==> src/rtl/dram_arb_pkg.sv <==
// dram_arb_pkg: shared FSM state encoding and port identifiers for dram_arbiter
package dram_arb_pkg;
    typedef enum logic [1:0] {
        IDLE  = 2'd0,
        ISSUE = 2'd1,
        CAPT  = 2'd2,
        DONE  = 2'd3
    } state_t;
    localparam logic PORT_A = 1'b0;
    localparam logic PORT_B = 1'b1;
endpackage

==> src/rtl/dram_arb_pick.sv <==
// dram_arb_pick: combinational grant selector for the two RAM requesters
//   a_req, b_req : pending requests
//   last_grant   : port served most recently (consulted only when DRAM_ARB_RR_EN is defined)
//   grant_id     : winning port; don't-care when neither port requests
// DRAM_ARB_RR_EN defined: round-robin on contention. Undefined: A has fixed priority over B.
module dram_arb_pick
    import dram_arb_pkg::*;
(
    input  logic a_req,
    input  logic b_req,
    input  logic last_grant,
    output logic grant_id
);
`ifdef DRAM_ARB_RR_EN
    always_comb grant_id = (a_req && b_req) ? ~last_grant : (a_req ? PORT_A : PORT_B);
`else
    logic unused_last_grant;
    always_comb begin
        unused_last_grant = last_grant;
        grant_id          = (a_req || !b_req) ? PORT_A : PORT_B;
    end
`endif
endmodule

==> src/rtl/dram_arbiter.sv <==
// dram_arbiter: two-port req/ack arbiter and sequencer for a single-port RAM
//   clock, reset           : rising-edge clock, asynchronous active-high reset
//   a_* / b_*              : req, we, addr, wdata in; one-cycle ack and rdata (valid with ack) out
//   ram_addr, ram_wd, ram_we : registered RAM drive; ram_q is the unregistered RAM read data
//   busy                   : high whenever a transaction is in flight
// DRAM_ARB_RR_EN selects round-robin arbitration; default is fixed priority A over B.
module dram_arbiter
    import dram_arb_pkg::*;
#(
    parameter int ADDR_W = 16,
    parameter int DATA_W = 16
) (
    input  logic              clock,
    input  logic              reset,
    input  logic              a_req,
    input  logic              a_we,
    input  logic [ADDR_W-1:0] a_addr,
    input  logic [DATA_W-1:0] a_wdata,
    output logic              a_ack,
    output logic [DATA_W-1:0] a_rdata,
    input  logic              b_req,
    input  logic              b_we,
    input  logic [ADDR_W-1:0] b_addr,
    input  logic [DATA_W-1:0] b_wdata,
    output logic              b_ack,
    output logic [DATA_W-1:0] b_rdata,
    output logic [ADDR_W-1:0] ram_addr,
    output logic [DATA_W-1:0] ram_wd,
    output logic              ram_we,
    input  logic [DATA_W-1:0] ram_q,
    output logic              busy
);
    state_t state, state_nx;
    logic   grant_id, win_id, last_grant, start;

    assign start = state == IDLE && (a_req || b_req);

    dram_arb_pick u_pick (
        .a_req      (a_req),
        .b_req      (b_req),
        .last_grant (last_grant),
        .grant_id   (grant_id)
    );

`ifdef DRAM_ARB_RR_EN
    always_ff @(posedge clock or posedge reset)
        if (reset) last_grant <= PORT_B;
        else if (start) last_grant <= grant_id;
`else
    assign last_grant = PORT_B;
`endif

    always_ff @(posedge clock or posedge reset)
        if (reset) state <= IDLE;
        else state <= state_nx;

    // ram_we is the latched write flag, so it doubles as the write/read decision in ISSUE
    always_comb begin
        state_nx = state == IDLE  ? ((a_req || b_req) ? ISSUE : IDLE) :
                   state == ISSUE ? (ram_we ? DONE : CAPT) :
                   state == CAPT  ? DONE : IDLE;
        busy     = state != IDLE;
        a_ack    = state == DONE && win_id == PORT_A;
        b_ack    = state == DONE && win_id == PORT_B;
    end

    // ram_we is set only by the IDLE->ISSUE edge, so it is high for exactly the ISSUE cycle
    always_ff @(posedge clock or posedge reset) begin
        if (reset) begin
            win_id   <= PORT_A;
            ram_addr <= '0;
            ram_wd   <= '0;
            ram_we   <= 1'b0;
            a_rdata  <= '0;
            b_rdata  <= '0;
        end else begin
            ram_we <= start && (grant_id == PORT_A ? a_we : b_we);
            if (start) begin
                win_id   <= grant_id;
                ram_addr <= grant_id == PORT_A ? a_addr : b_addr;
                ram_wd   <= grant_id == PORT_A ? a_wdata : b_wdata;
            end
            if (state == CAPT && win_id == PORT_A) a_rdata <= ram_q;
            if (state == CAPT && win_id == PORT_B) b_rdata <= ram_q;
        end
    end
endmodule

==> config.mk <==
export PLATFORM = sky130hd
export DESIGN_NAME = dram_arbiter
export DESIGN_NICKNAME = d
export VERILOG_FILES = /design/src/rtl/dram_arb_pkg.sv /design/src/rtl/dram_arb_pick.sv /design/src/rtl/dram_arbiter.sv
export SDC_FILE = /design/constraint.sdc
export NUM_CORES = 1
export LEC_CHECK = 0
export ABC_CLOCK_PERIOD_IN_PS = 3350
export BUFFER_PORTS_ARGS = -buffer_cell sky130_fd_sc_hd__buf_2
export CAP_MARGIN = 15
export CORE_MARGIN = 4
export CORE_UTILIZATION = 40
export CTS_CLUSTER_SIZE = 25
export DETAILED_ROUTE_END_ITERATION = 8
export GPL_ROUTABILITY_DRIVEN = 0
export HOLD_SLACK_MARGIN = 0.15
export PLACE_DENSITY = 0.7
export SLEW_MARGIN = 20
export SYNTH_ARGS = -nofsm -noshare
export SYNTH_HDL_FRONTEND = slang
export SYNTH_SLANG_ARGS = --single-unit
==> constraint.sdc <==
create_clock -name clock -period 3.35 [get_ports clock]
set_input_delay 0.5025 -clock clock [delete_from_list [all_inputs] [get_ports clock]]
set_output_delay 0.5025 -clock clock [all_outputs]
set_load 0.02 [all_outputs]
==> flow_summary.ini <==
[placed_design]
pre_cts_ws_ps = 1370
dp.cells = 476
portBuffers = 153
dpl-instance-area_um2 = 4090
place_hpwl_um = 5870

[synthesis]
synth_cells = 236
synth_mux_area_frac = 0.123
synth_xor_area_frac = 0
syn_avg_cell_area_um2 = 14.1
yosys.area_share.adder = 0.0188
synth_top_family_by_area = simple AND/OR/NAND/NOR gates
synth_compound_area_frac = 0.109
seq_area_frac_synth = 0.511
synth_area_um2 = 3330
ys_seq_elements = 68
syn-num-nets = 327
synth-simple-area-share = 0.182
ys_types = 23
ys_warn_count = 0

[power]
finalPower_mw = 4.18
internal_power_mw = 2.47
clkPwrFrac = 0.162
switching_share = 0.410
p_switching_mw = 1.71
leakage_nw = 2.03
powerDensity_nw_per_um2 = 972
vdd_drop_max_v = 0.000353
combPwrFrac = 0.488
pwr-share-seq = 0.350

[global_routing]
grt_pass1_vias = 2581
track_usage = 0.164
grt_overflow_total = 0
grt_start_max_net_pins = 69
antenna_found_initial = 0
grt_pass1_wl_um = 13000

[min_path]
hp-class = in2reg

[cells_and_area]
postLayoutCoreUtil = 0.528
final_nets = 473
final_cells = 492
area_delta_synth_final_pct = 29.1
final_layout_size_suffix_gt1_frac = 0.556
fin_area_um2 = 4300
antenna_cells_inserted = 0

[route]
drt_iter0_markers = 71
antenna_left = 0
vias_per_cell = 5.16
drt_first_pass_iters = 4
routed_wl_um = 8300
vias = 2537
route.detailed.drc = 0
wl_per_cell_um = 16.9

[worst_setup_path]
crit_path_end_kind = primary output
worstPathCellList = inv_1 -> ha_2 -> inv_1 -> buf_2
cp-start-kind = register
slowest_stage = ha_2
arrival_ps = 1810
cp_common_cell = inv_1
slowest_delay_ps = 590
worstPathRequired_ps = 2850
path_max_fanout = 31
critical_path_class = reg2out

[sta]
rsz0062_at_grt = false
slew_viol_final = 0
finalCritPeriodShare = 0.689
holdWs_ps = 400
finalHoldViolations = 0
tns_ps = 0
relSlewSlack = 0.418
fmax_mhz = 433
clock_skew_ps = 11.7
layout_setup_ws_ps = 1040
fin_crit_ps = 2310
worst_pin_slew_ps = 874
finalSetupViolCount = 0

[floorplan]
fp.dieH_um = 99.2
io_pins = 154
die_x_um = 99.2
dieArea_um2 = 9840
rows = 33
core_um2 = 8130
start_util = 0.409

[cts]
cts_tree = built
htreeDepth = 3
cts_resized = 0
cts_buffers = 9
clock_latency_ps = 330
clock-sinks = 68
cts_setup_buffers = 0
cts_buffer_depth = 2
root_buffer = clkbuf_8
holdBufCountCts = 0
clk_pin_slew_worst_paths_ps = 80

[run]
maxCapViolCount = 0

[status]
status = finished clean
## registers in the layout (all words and copies together) (netlist names)
register	flops
ram_wd	16
a_rdata	16
b_rdata	16
ram_addr	16
win_id	1
ram_we	1
state	2
## Yosys cell counts, drive strengths merged
cell type	count	area [µm²]
clkbuf	4	15.0
nor3b	1	7.51
mux2	32	398
inv	4	15.0
and2b	1	7.51
nand3b	27	203
o211a	26	260
o21a	1	15.0
dfrtp	68	1700
ha	5	62.6
a21oi	4	20.0
mux2i	1	10.0
nand4bb	32	360
nor2b	1	6.26
and2	1	6.26
nand2	3	13.8
o221a	6	67.6
buf	19	159
## layout make-up
class,instances,area (µm²)
fillers,722,3840
flip-flops and latches,68,1700
multi-input cells,141,1440
repair buffers,158,803
well taps,105,131
clock buffers,9,124
clock inverters,7,77.6
inverters,4,15.0
## kinds of logic after synthesis
logic type / after synthesis
compound gates: 37
buf+inv: 27
flops: 68
simple gates: 66
fa+ha+maj: 5
mux: 33
## cell usage in the layout (no fill, tap or decap)
master / instances
buf_2: 153
dfrtp_1: 68
nand4bb_1: 32
nand3b_1: 27
o211a_1: 26
mux2_2: 20
mux2_4: 10
clkbuf_8: 9
o221a_2: 6
buf_4: 5
a21oi_1: 4
ha_1: 4
clkinv_4: 4
inv_1: 3
nand2_1: 2
mux2_1: 2
nor2b_2: 1
o21a_4: 1
mux2i_1: 1
nor3b_1: 1
and2b_1: 1
and2_1: 1
inv_2: 1
nand2_2: 1
ha_2: 1
clkinvlp_4: 1
clkinv_2: 1
bufinv_16: 1
## path summary, 6_finish.rpt
check / from / end / slack (ps) / cells after the start
max in group asynchronous: reset / ram_wd[9]$_DFFE_PP0P_ / 2350 / 3
hold / removal: ram_q[1] / b_rdata[1]$_DFFE_PP0P_ / 400 / 2
setup / recovery: state[0]$_DFF_PP0_ / busy / 1040 / 4
min in group asynchronous: reset / ram_wd[1]$_DFFE_PP0P_ / 420 / 3
setup reg to reg: state[0]$_DFF_PP0_ / ram_addr[8]$_DFFE_PP0P_ / 1370 / 5
hold reg to reg: b_rdata[2]$_DFFE_PP0P_ / b_rdata[2]$_DFFE_PP0P_ / 500 / 1
## worst max-delay path, delay by kind of cell, from the launching register on
kind | cells | cell delay, ps
flops | 1 | 410
fa+ha+maj | 1 | 590
buf+inv | 3 | 480
## power by group through the flow
stage	clock [mW]	combinational [mW]	sequential, mW
2_1_floorplan	0	1.01	1.94
3_3_place_gp	0	2.04	1.45
3_5_place_dp	0	2.07	1.47
4_1_cts	0.705	2.07	1.46
5_1_grt	0.735	2.18	1.51
6_report	0.678	2.04	1.46
## per-layer routing
layer | global-route usage | up-vias | share of wire
li1 | - | 1190 | -
met4 | 0.0504 | 0 | 0.0087
met3 | 0.0309 | 5 | 0.051
met2 | 0.288 | 65 | 0.53
met1 | 0.204 | 1277 | 0.41
met5 | 0 | - | 0
Note: power is estimated with default switching activity, not from simulation.
